$ cat src/rtl/fp_div_iter.sv
// fp_div_iter: iterative restoring floating-point divider with a valid/ready handshake.
// One operation in flight. RNE rounding, flush-to-zero on underflow, subnormal inputs read
// as signed zero. Flags are {invalid, div_by_zero, overflow, underflow, inexact}.
module fp_div_iter #(
    parameter int unsigned EXP_W = 5,
    parameter int unsigned MAN_W = 10,
    localparam int unsigned W    = 1 + EXP_W + MAN_W
) (
    input  logic         clk,
    input  logic         rst,
    input  logic         in_valid,
    output logic         in_ready,
    input  logic [W-1:0] a,
    input  logic [W-1:0] b,
    output logic         out_valid,
    input  logic         out_ready,
    output logic [W-1:0] q,
    output logic [4:0]   flags,
    output logic         busy
);
    localparam int unsigned BIAS  = (1 << (EXP_W - 1)) - 1;
    localparam int unsigned EW    = EXP_W + 2;
    localparam int unsigned CNT_W = $clog2(MAN_W + 3);
    localparam logic [CNT_W-1:0]     CNT_LAST = CNT_W'(MAN_W + 2);
    localparam logic signed [EW-1:0] EXP_MAX  = EW'((1 << EXP_W) - 1);
    localparam logic [EXP_W-1:0]     EXP_ONES = '1;
    localparam logic [W-1:0]         QNAN     = {1'b0, EXP_ONES, 1'b1, {(MAN_W - 1){1'b0}}};

    typedef enum logic [2:0] {StIdle, StCheck, StIter, StNormRnd, StDone} state_e;

    state_e                 state_q, state_d;
    logic [W-1:0]           a_q, b_q;
    logic signed [EW-1:0]   exp_q;
    logic [MAN_W+1:0]       rem_q;
    logic [MAN_W:0]         div_q;
    logic [MAN_W+2:0]       qint_q;
    logic [CNT_W-1:0]       cnt_q;
    logic [W-1:0]           q_q;
    logic [4:0]             flags_q;

    // Operand fields; a_q/b_q stay valid for the whole operation.
    logic                   sa, sb, sign;
    logic [EXP_W-1:0]       ea, eb;
    logic [MAN_W-1:0]       fa, fb;
    logic                   a_nan, b_nan, a_inf, b_inf, a_zero, b_zero;

    assign {sa, ea, fa} = a_q;
    assign {sb, eb, fb} = b_q;
    assign sign   = sa ^ sb;
    assign a_nan  = (ea == EXP_ONES) && (fa != '0);
    assign b_nan  = (eb == EXP_ONES) && (fb != '0);
    assign a_inf  = (ea == EXP_ONES) && (fa == '0);
    assign b_inf  = (eb == EXP_ONES) && (fb == '0);
    assign a_zero = (ea == '0);
    assign b_zero = (eb == '0);

    logic                   is_special;
    logic [W-1:0]           spec_q;
    logic [4:0]             spec_flags;

    // Special-case classification in priority order.
    always_comb begin
        is_special = 1'b1;
        spec_q     = '0;
        spec_flags = '0;
        if (a_nan || b_nan) begin
            spec_q        = QNAN;
            spec_flags[4] = (a_nan && !fa[MAN_W-1]) || (b_nan && !fb[MAN_W-1]);
        end else if ((a_zero && b_zero) || (a_inf && b_inf)) begin
            spec_q        = QNAN;
            spec_flags[4] = 1'b1;
        end else if (a_inf) begin
            spec_q = {sign, EXP_ONES, {MAN_W{1'b0}}};
        end else if (b_inf) begin
            spec_q = {sign, {(W - 1){1'b0}}};
        end else if (b_zero) begin
            spec_q        = {sign, EXP_ONES, {MAN_W{1'b0}}};
            spec_flags[3] = 1'b1;
        end else if (a_zero) begin
            spec_q = {sign, {(W - 1){1'b0}}};
        end else begin
            is_special = 1'b0;
        end
    end

    logic signed [EW-1:0]   exp_init;
    logic                   qbit;
    logic [MAN_W+1:0]       rem_sub, rem_next;

    // Biased exponent difference and one restoring-division step.
    always_comb begin
        exp_init = $signed(EW'(ea)) - $signed(EW'(eb)) + $signed(EW'(BIAS));
        qbit     = (rem_q >= {1'b0, div_q});
        rem_sub  = qbit ? (rem_q - {1'b0, div_q}) : rem_q;
        rem_next = rem_sub << 1;
    end

    logic signed [EW-1:0]   exp_n, exp_r;
    logic [MAN_W-1:0]       mant_n;
    logic [MAN_W:0]         mant_r;
    logic                   guard, sticky, round_up;
    logic [W-1:0]           norm_q;
    logic [4:0]             norm_flags;

    // Normalise, round to nearest even, then range-check the final exponent.
    always_comb begin
        exp_n  = exp_q;
        mant_n = qint_q[MAN_W+1:2];
        guard  = qint_q[1];
        sticky = qint_q[0] | (rem_q != '0);
        if (!qint_q[MAN_W+2]) begin
            exp_n  = exp_q - EW'(1);
            mant_n = qint_q[MAN_W:1];
            guard  = qint_q[0];
            sticky = (rem_q != '0);
        end
        round_up   = guard & (sticky | mant_n[0]);
        mant_r     = {1'b0, mant_n} + {{MAN_W{1'b0}}, round_up};
        exp_r      = mant_r[MAN_W] ? (exp_n + EW'(1)) : exp_n;
        norm_q     = {sign, exp_r[EXP_W-1:0], mant_r[MAN_W-1:0]};
        norm_flags = {4'b0000, guard | sticky};
        if (exp_r >= EXP_MAX) begin
            norm_q     = {sign, EXP_ONES, {MAN_W{1'b0}}};
            norm_flags = 5'b00101;
        end else if (exp_r[EW-1] || (exp_r == '0)) begin
            norm_q     = {sign, {(W - 1){1'b0}}};
            norm_flags = 5'b00011;
        end
    end

    // State register.
    always_ff @(posedge clk or posedge rst) begin
        if (rst) state_q <= StIdle;
        else     state_q <= state_d;
    end

    // Next-state logic; specials also pass through StNormRnd so q/flags load in one place.
    always_comb begin
        state_d = state_q;
        unique case (state_q)
            StIdle:    if (in_valid) state_d = StCheck;
            StCheck:   state_d = is_special ? StNormRnd : StIter;
            StIter:    if (cnt_q == CNT_LAST) state_d = StNormRnd;
            StNormRnd: state_d = StDone;
            StDone:    if (out_ready) state_d = StIdle;
            default:   state_d = StIdle;
        endcase
    end

    // Datapath and result registers.
    always_ff @(posedge clk or posedge rst) begin
        if (rst) begin
            a_q     <= '0;
            b_q     <= '0;
            exp_q   <= '0;
            rem_q   <= '0;
            div_q   <= '0;
            qint_q  <= '0;
            cnt_q   <= '0;
            q_q     <= '0;
            flags_q <= '0;
        end else begin
            unique case (state_q)
                StIdle: begin
                    if (in_valid) begin
                        a_q <= a;
                        b_q <= b;
                    end
                end
                StCheck: begin
                    exp_q  <= exp_init;
                    qint_q <= '0;
                    rem_q  <= {1'b0, 1'b1, fa};
                    div_q  <= {1'b1, fb};
                    cnt_q  <= '0;
                end
                StIter: begin
                    rem_q  <= rem_next;
                    qint_q <= {qint_q[MAN_W+1:0], qbit};
                    cnt_q  <= cnt_q + CNT_W'(1);
                end
                StNormRnd: begin
                    q_q     <= is_special ? spec_q : norm_q;
                    flags_q <= is_special ? spec_flags : norm_flags;
                end
                default: ;
            endcase
        end
    end

    assign in_ready  = (state_q == StIdle);
    assign busy      = (state_q != StIdle);
    assign out_valid = (state_q == StDone);
    assign q         = q_q;
    assign flags     = flags_q;

endmodule

$ cat config.mk
export PLATFORM = sky130hd
export DESIGN_NAME = fp_div_iter
export DESIGN_NICKNAME = d
export VERILOG_FILES = /design/src/rtl/fp_div_iter.sv
export SDC_FILE = /design/constraint.sdc
export NUM_CORES = 1
export LEC_CHECK = 0
export CAP_MARGIN = 20
export CORE_MARGIN = 2
export CORE_UTILIZATION = 25
export DETAILED_ROUTE_END_ITERATION = 8
export HOLD_SLACK_MARGIN = 0.05
export PLACE_DENSITY = 0.42
export SYNTH_ARGS = -nofsm -noshare
export SYNTH_HDL_FRONTEND = slang
export SYNTH_SLANG_ARGS = --single-unit
export TNS_END_PERCENT = 50
$ cat constraint.sdc
create_clock -name clk -period 3.9 [get_ports clk]
set_input_delay 0.78 -clock clk [delete_from_list [all_inputs] [get_ports clk]]
set_output_delay 0.78 -clock clk [all_outputs]
set_load 0.02 [all_outputs]
After elaboration in Yosys (flattened, before gate mapping)
Index checks and enable logic that the tools add are counted.
{"block": "classes", "addsub": 7, "n_lt_le_gt_ge": 2, "eq_ne": 10, "muxes": 39, "bitwise": 5, "reduce_logical": 27}
{"op": "16-bit two-way mux", "count": 7}
{"op": "15-bit two-way mux", "count": 2}
{"op": "13-bit case mux with 2 select lines", "count": 1}
{"op": "12-bit case mux with 2 select lines", "count": 1}
{"op": "10-bit zero test", "count": 2}
{"op": "10-bit nonzero test", "count": 2}
{"op": "1-bit two-way mux", "count": 16}
{"op": "3-bit case mux with 5 select lines", "count": 1}
{"op": "7-bit two-way mux", "count": 2}
{"op": "12-bit by 11-bit greater-or-equal comparator with 1-bit output", "count": 1}
{"op": "3-bit two-way mux", "count": 4}
{"op": "12-bit nonzero test", "count": 1}
{"op": "10-bit by 1-bit adder with 11-bit output", "count": 1}
{"op": "11-bit two-way mux", "count": 1}
{"op": "11-bit subtractor", "count": 1}
{"op": "5-bit equality test, second input constant", "count": 2}
{"op": "5-bit zero test", "count": 2}
{"op": "10-bit two-way mux", "count": 1}
{"op": "1-bit logical AND", "count": 8}
{"op": "4-bit case mux with 2 select lines", "count": 1}
{"op": "6-bit by 5-bit adder with 7-bit output, second input constant", "count": 1}
{"op": "7-bit by 2-bit adder with 7-bit output, second input constant", "count": 1}
{"op": "7-bit by 6-bit greater-or-equal comparator with 1-bit output, second input constant", "count": 1}
{"op": "7-bit zero test", "count": 1}
{"op": "other kinds (21)", "count": 29}
{"block": "word_totals", "reg_bits": 103, "inputBits": 36, "out_inout_bits": 24, "wordCells": 100}

Longest topological paths before layout
Gate-level depths: netlist (run 1).
{"block": "depth", "ltp_word": 12, "depth_mapped": 13, "depth_no_buf": 11}

Worst setup path after synthesis (run 1)
No wires, ideal clock.
{"block": "synth_path", "kind": "register -> register", "start": "register qint_q[12]", "end": "register q_q[0] (netlist: q[0])", "setup_time_ns": 0.068, "t_arrival_ns": 3.386, "t_required_ns": 3.832, "setup_slack_ns": 0.446, "stages_incl_launch_ff": 14, "n_path_buf": 3, "synth_period_minus_slack_ns": 3.454, "path_cell_list": "dfrtp_1 > buf_4 > clkbuf_1 > buf_1 > a21oi_1 > nor2b_1 > ha_1 > and2_4 > nand3_4 > or3_4 > or4_4 > o211a_2 > a211oi_4 > a32o_1"}
{"block": "synth_between", "elab_chain_len": 10, "elab_cells_between_ends": 15, "classes_between": "add/sub (2); order compare (1); mux (8); bitwise (2); reduce/logical (2)"}
{"element": "start: declaration", "line": "36", "source": "logic [MAN_W+2:0] qint_q;"}
{"element": "start signal: assignment", "line": "179", "source": "qint_q <= {qint_q[MAN_W+1:0], qbit};"}
{"element": "parallel branches: the longest is 8 deep, another holds 10-bit by 1-bit adder with 11-bit output"}
{"element": "15-bit two-way mux *", "line": "122", "source": "if (exp_r >= EXP_MAX) begin"}
{"element": "16-bit two-way mux *", "line": "183", "source": "q_q <= is_special ? spec_q : norm_q;"}
{"element": "end signal: assignment", "line": "183"}
{"element": "end: declaration", "line": "38", "source": "logic [W-1:0] q_q;"}
Mark *: on every way between the ends.
A chain may end at the register's enable or synchronous reset.

Worst setup path in the final report (run 1)
Ends and elaborated chain as after synthesis.

==> impl_metrics.ini, run 1 <==
[status]
status = finished clean

[min_path]
min-delay-start = div_q[10]$_DFFE_PP0P_
holdPathEnd = div_q[10]$_DFFE_PP0P_
hold_class = flip-flop to flip-flop
hold_path_depth = 2

[worst_setup_path]
critPathArrivalTime_ns = 3.64
worstSetupPathType = flip-flop to flip-flop
critPathMaxFanout = 19
r2r_cells = 11
reg2reg_slack_ns = 0.55
cp-end-kind = flip-flop
r2r_end = q[0]$_DFFE_PP0P_
required_ns = 4.20
r2r_start = qint_q[12]$_DFFE_PP0P_
cp-start-kind = flip-flop

[yosys]
synth_top_area_share = 0.4400
syn_nets = 651
yosysWarnings = 0
synth.distinct_cells = 69
syn_inst = 591
synth_edf_count = 0
yosysSeqAreaShare = 0.4400
netlist_area_sq_mm = 0.005858
ys_top_cells_by_area = dfrtp_1 44%, mux2_2 5.8%, ha_1 4.7%
ys_seq_elements = 103
synth_ff_type = dfrtp_1
avgSynthCellArea_sq_um = 9.912
yosysTopAreaCell = dfrtp_1
synth_common_cells = 103 x dfrtp_1, 62 x nand2_1, 42 x o21ai_0
synthArstFlopShare = 1.000
yosysMostFrequentCell = dfrtp_1

[layout]
instances_no_fill = 963
antenna_cells = 0
final_area_sq_mm = 0.007112
area_delta_synth_final_pct = 21.40
drive_above_1_share = 0.1149
post-route-util = 0.3057
fin_nets = 699

[placement]
gp_congestion = 0.8196
dp.cells = 947
placement.io_buffers = 59
dp_hpwl_um = 10990
placed_area_sq_mm = 0.006807

[sta]
slew_headroom = 0.3755
finalSetupViolCount = 0
fin_skew_ns = 0.008566
worstMarginPinSlew_ns = 0.9132
holdWs_ns = 0.4525
finalCritPeriodShare = 0.8583
final-hold-violation-count = 0
fin_crit_ns = 3.348
rsz0062_at_grt = no
setup_tns_ns = 0
max_freq_mhz = 298.7
drv_slew = 0

[global_routing]
antenna_found_initial = 0
use_met2 = 0.2020
grtUsageMet3 = 0.02836
grt_pass1_vias = 4613
grt_overflow = 0
gr-usage-met1 = 0.1831
grt_pass1_wl_um = 25160
grt_usage = 0.1297
busiest_layer = met2
grt_max_degree = 61

[die]
ios = 60
die_h_um = 157.1
core_area_sq_mm = 0.02326
row_count = 56
die-area_sq_mm = 0.02467
die_w_um = 157.1
start_util = 0.2518

[cts]
cts_resized = 0
clk_path_buf_depth = 2
clkTransAtPathRegs_ns = 0.07
cts_tree = built
root_buffer = clkbuf_16
postCtsHoldBufs = 0
clk-insertion-delay-late_ns = 0.36
post_cts_buffers = 0
htree_levels = 3
cts_num_sinks = 103
cts_buffers = 9

[power]
leakage_nw = 2.949
peakVddDrop_v = 0.0002337
p_per_area_mw_per_mm2 = 905.2

[route]
wl_per_cell_um = 15.43
drt.antenna.violating_nets = 0
first_pass_iters = 4
drc = 0
drt_iter0_drc = 245
vias = 4503
viasPerCell = 4.676
drt_wl_total_um = 14860

[run]
max-cap-violations = 0
registers in the layout, summed over array words and instances, names as in the netlist:
signal,flops
b_q,16
div_q,11
cnt_q,4
a_q,16
exp_q,7
q,16
state_q,3
qint_q,13
rem_q,12
flags,5
worst max-delay path by stage:
stage / start / endpoint / slack [ns] / cells past startpoint
2_1_floorplan: rst / a_q[0]$_DFFE_PP0P_ / 0.42 / 1
3_3_place_gp: qint_q[12]$_DFFE_PP0P_ / q[0]$_DFFE_PP0P_ / 0.64 / 11
3_5_place_dp: qint_q[12]$_DFFE_PP0P_ / q[0]$_DFFE_PP0P_ / 0.57 / 11
4_1_cts: qint_q[12]$_DFFE_PP0P_ / q[0]$_DFFE_PP0P_ / 0.54 / 10
5_1_grt: qint_q[12]$_DFFE_PP0P_ / q[0]$_DFFE_PP0P_ / 0.20 / 10
6_report: qint_q[12]$_DFFE_PP0P_ / q[0]$_DFFE_PP0P_ / 0.55 / 11
worst max-delay path, cell delays in order, from the launching register on:
cell and delay [ns]:
dfrtp_1 0.58, nor2b_1 0.31, a21oi_1 0.07, nor2b_1 0.13
ha_1 0.21, and2_4 0.19, nand3_4 0.09, or3_4 0.41
or4_4 0.52, o211a_2 0.16, a211oi_4 0.38, a32o_1 0.22
power by group:
| group | internal [W] | leakage, nW | total (W) | switching [W] |
|---|---|---|---|---|
| Sequential | 0.00153 | 1.29 | 0.00199 | 0.000463 |
| Clock | 0.000508 | 0.148 | 0.000956 | 0.000448 |
| Combinational | 0.00157 | 1.51 | 0.00349 | 0.00192 |
| Total | 0.00361 | 2.95 | 0.00644 | 0.00283 |
through the flow:
| stage | setup WS [ns] | power [W] |
|---|---|---|
| final | 0.5525 | 0.006437 |
| after global routing | 0.2024 | 0.007069 |
| after CTS | 0.5417 | 0.006516 |
| after detailed placement | 0.5694 | 0.005529 |
| after global placement | 0.6373 | 0.005476 |
| after floorplan | 0.4162 | 0.004538 |
logic make-up after synthesis:
family	count (synthesis)	synth area share
adders and majority gates	24	0.05382
xor gates and xnor gates	37	0.05532
muxes	41	0.07732
AOI/OAI and AO/OA	146	0.1700
and+or+nand+nor	177	0.1615
buffers and inverters	63	0.04208
DFF	103	0.4400
cell usage in the layout, fill, tap and decap left out, drive strengths merged, types with 6 or more instances in the layout:
| cell | instances |
|---|---|
| nand2 | 62 |
| dfrtp | 103 |
| a22o | 21 |
| nor2b | 9 |
| a211oi | 10 |
| buf | 7 |
| inv | 37 |
| nand3 | 20 |
| mux2 | 31 |
| a21oi | 24 |
| nor4 | 14 |
| nor2 | 18 |
| and3 | 11 |
| mux2i | 10 |
| ha | 22 |
| clkbuf | 9 |
| xnor2 | 23 |
| clkdlybuf4s50 | 59 |
| a21o | 7 |
| o21ai | 45 |
| nor3 | 6 |
| xor2 | 14 |
routing by layer:
layer	vias up	wire length [um]
met4	0	166
met3	13	709
met1	2170	7439
met2	91	6539
li1	2229	-
met5	-	0
layout make-up:
| cell class | instances | area [sq um] |
|---|---|---|
| tap | 319 | 399.1 |
| timing repair buffer | 66 | 655.6 |
| clock inverter | 7 | 80.08 |
| fill | 2433 | 16150 |
| multi-input combinational | 425 | 3044 |
| inverter | 34 | 130.1 |
| clock buffer | 9 | 225.2 |
| sequential | 103 | 2577 |
(Power assumes the default switching activity.)
==> run 2: changes to the inputs <==
==> constraint.sdc (replaced) <==
create_clock -name clk -period 3.2 [get_ports clk]
set_input_delay 0.64 -clock clk [delete_from_list [all_inputs] [get_ports clk]]
set_output_delay 0.64 -clock clk [all_outputs]
set_load 0.02 [all_outputs]
==> run 2 against run 1 <==
Worst setup slack got worse by 0.37 ns. Utilization increased by 0.70 points. Hold slack improved by 0.012 ns. Clock-buffer cell count grew 1. Global-route usage increased by 0.066 points.
==> impl_metrics.ini, run 2 (synthesized netlist as in run 1, its figures left out) <==
[global_routing]
grt_overflow = 0
grt_max_degree = 62
grt_pass1_vias = 4622
grt_pass1_wl_um = 25080
antenna_found_initial = 0
grt_usage = 0.1304

[die]
die_h_um = 157.1
row_count = 56
die-area_sq_mm = 0.02467
ios = 60
core_area_sq_mm = 0.02326
start_util = 0.2518
die_w_um = 157.1

[worst_setup_path]
r2r_start = qint_q[12]$_DFFE_PP0P_
reg2reg_slack_ns = 0.18
max_stage_delay_ns = 0.53
crit_slowest_cell = or4_4
cpMostUsedCell = nor2b_2
cp-start-kind = flip-flop
required_ns = 3.49
r2r_cells = 12
critPathMaxFanout = 9
crit_chain = nor2b_2 -> a21oi_1 -> nor2b_2 -> ha_4 -> and2_4 -> nand3_4 -> or3_4 -> or4_4 -> o211a_4 -> a211oi_4 -> buf_4 -> a32o_1
critPathArrivalTime_ns = 3.31
worstSetupPathType = flip-flop to flip-flop
r2r_end = q[0]$_DFFE_PP0P_
cp-end-kind = flip-flop

[placement]
gp_congestion = 0.8169
placement.io_buffers = 59
dp_hpwl_um = 11670

[layout]
area_delta_synth_final_pct = 24.20
fillers = 2431
mostFrequentLayoutCells = 102 x dfrtp_1, 62 x nand2_1, 59 x clkdlybuf4s50_1
antenna_cells = 0
multi_input_area_sq_mm = 0.003082
final-seq-area_sq_mm = 0.002579
post-route-util = 0.3128
fin_nets = 718
final_common_cell = dfrtp_1
drive_above_1_share = 0.1463

[cts]
cts_num_sinks = 103
clkTransAtPathRegs_ns = 0.07
post_cts_buffers = 0
cts_tree = built
htree_levels = 3
root_buffer = clkbuf_16
cts_buffers = 9
clk_path_buf_depth = 2
postCtsHoldBufs = 0
clk-insertion-delay-late_ns = 0.36

[sta]
worstMarginPinSlew_ns = 0.7704
final-hold-violation-count = 0
finalSetupViolCount = 0
finalCritPeriodShare = 0.9436
max_freq_mhz = 331.2
slew_headroom = 0.4840
fin_skew_ns = 0.01132
drv_slew = 0
fin_crit_ns = 3.020
holdWs_ns = 0.4646

[status]
status = finished clean

[route]
vias = 4590
wl_per_cell_um = 15.42
first_pass_iters = 5
drt.antenna.violating_nets = 0
drc = 0
viasPerCell = 4.674
drt_iter0_drc = 188
drt_wl_total_um = 15150

[min_path]
min-delay-start = div_q[10]$_DFFE_PP0P_
hold_class = flip-flop to flip-flop
holdPathEnd = div_q[10]$_DFFE_PP0P_
hold_path_depth = 2

[power]
p_per_area_mw_per_mm2 = 1095
peakVddDrop_v = 0.0003185
leakage_nw = 3.049

[run]
max-cap-violations = 0
run 2: cell types whose count changed in the layout (fill, tap and decap cells not counted), sizes merged:
cell / change
buf: +19
bufinv: -1
clkbuf: +1
clkinv: -1
inv: +1
run 2: area by class of cell:
| cell class | count | share of cell area |
|---|---|---|
| Clock buffer | 10 | 0.03147 |
| Clock inverter | 6 | 0.007911 |
| Inverter | 34 | 0.01806 |
| Multi-Input combinational cell | 425 | 0.4236 |
| Sequential cell | 103 | 0.3544 |
| Tap cell | 319 | 0.05486 |
| Timing Repair Buffer | 85 | 0.1097 |
run 2: power by group:
group | leakage (nW) | switching (W) | internal (W)
logic | 1.62 | 0.00241 | 0.00204
registers | 1.29 | 0.000545 | 0.00187
clock network | 0.142 | 0.000556 | 0.000550
total | 3.05 | 0.00351 | 0.00446
run 2: how the worst max path moves through the flow:
| stage | start | endpoint | depth (start not counted) |
|---|---|---|---|
| 3_5_place_dp | exp_q[0]$_DFFE_PP0P_ | q[0]$_DFFE_PP0P_ | 12 |
| 5_1_grt | exp_q[0]$_DFFE_PP0P_ | q[0]$_DFFE_PP0P_ | 12 |
| 4_1_cts | exp_q[0]$_DFFE_PP0P_ | q[0]$_DFFE_PP0P_ | 12 |
| 3_3_place_gp | qint_q[12]$_DFFE_PP0P_ | q[0]$_DFFE_PP0P_ | 12 |
| 6_report | qint_q[12]$_DFFE_PP0P_ | q[0]$_DFFE_PP0P_ | 12 |
| 2_1_floorplan | qint_q[12]$_DFFE_PP0P_ | q[0]$_DFFE_PP0P_ | 13 |
run 2: timing repair:
action | in CTS | in global routing
hold endpoints to repair | 0 | 0
setup endpoints to repair | 0 | 14
resized for setup | 0 | 5
run 2: metrics by stage:
stage | worst slack (ns) | power, W | instance area (sq um) | TNS, ns | cells
6_report | 0.1805 | 0.007968 | 7276 | 0 | 982
3_5_place_dp | 0.02398 | 0.006924 | 6970 | 0 | 966
5_1_grt | -0.006932 | 0.008727 | 7276 | -0.006932 | 982
2_1_floorplan | -0.005617 | 0.005559 | 5897 | -0.005617 | 591
4_1_cts | 0.006572 | 0.008080 | 7257 | 0 | 982
3_3_place_gp | 0.1675 | 0.006854 | 6970 | 0 | 966
run 2: routing by layer:
metal / track usage / part of all wire
met5: 0 / 0
met4: 0.03117 / 0.011
met3: 0.02781 / 0.041
met2: 0.2101 / 0.45
met1: 0.1791 / 0.50
run 2: worst max-delay path, delay by kind of cell, from the launching register on:
| kind | cells | cell delay, ns |
|---|---|---|
| compound gates | 4 | 0.63 |
| fa+ha+maj | 1 | 0.15 |
| buf+inv | 1 | 0.20 |
| flops | 1 | 0.45 |
| simple gates | 6 | 1.54 |
==> run 3: changes to the inputs <==
--- a/config.mk
+++ b/config.mk
@@ -5,7 +5,7 @@
 export SDC_FILE = /design/constraint.sdc
 export NUM_CORES = 1
 export LEC_CHECK = 0
-export CAP_MARGIN = 20
+export CAP_MARGIN = 10
 export CORE_MARGIN = 2
 export CORE_UTILIZATION = 25
 export DETAILED_ROUTE_END_ITERATION = 8
==> results of run 3 <==
No change in the layout: final DEF, timing and power equal those of run 2.
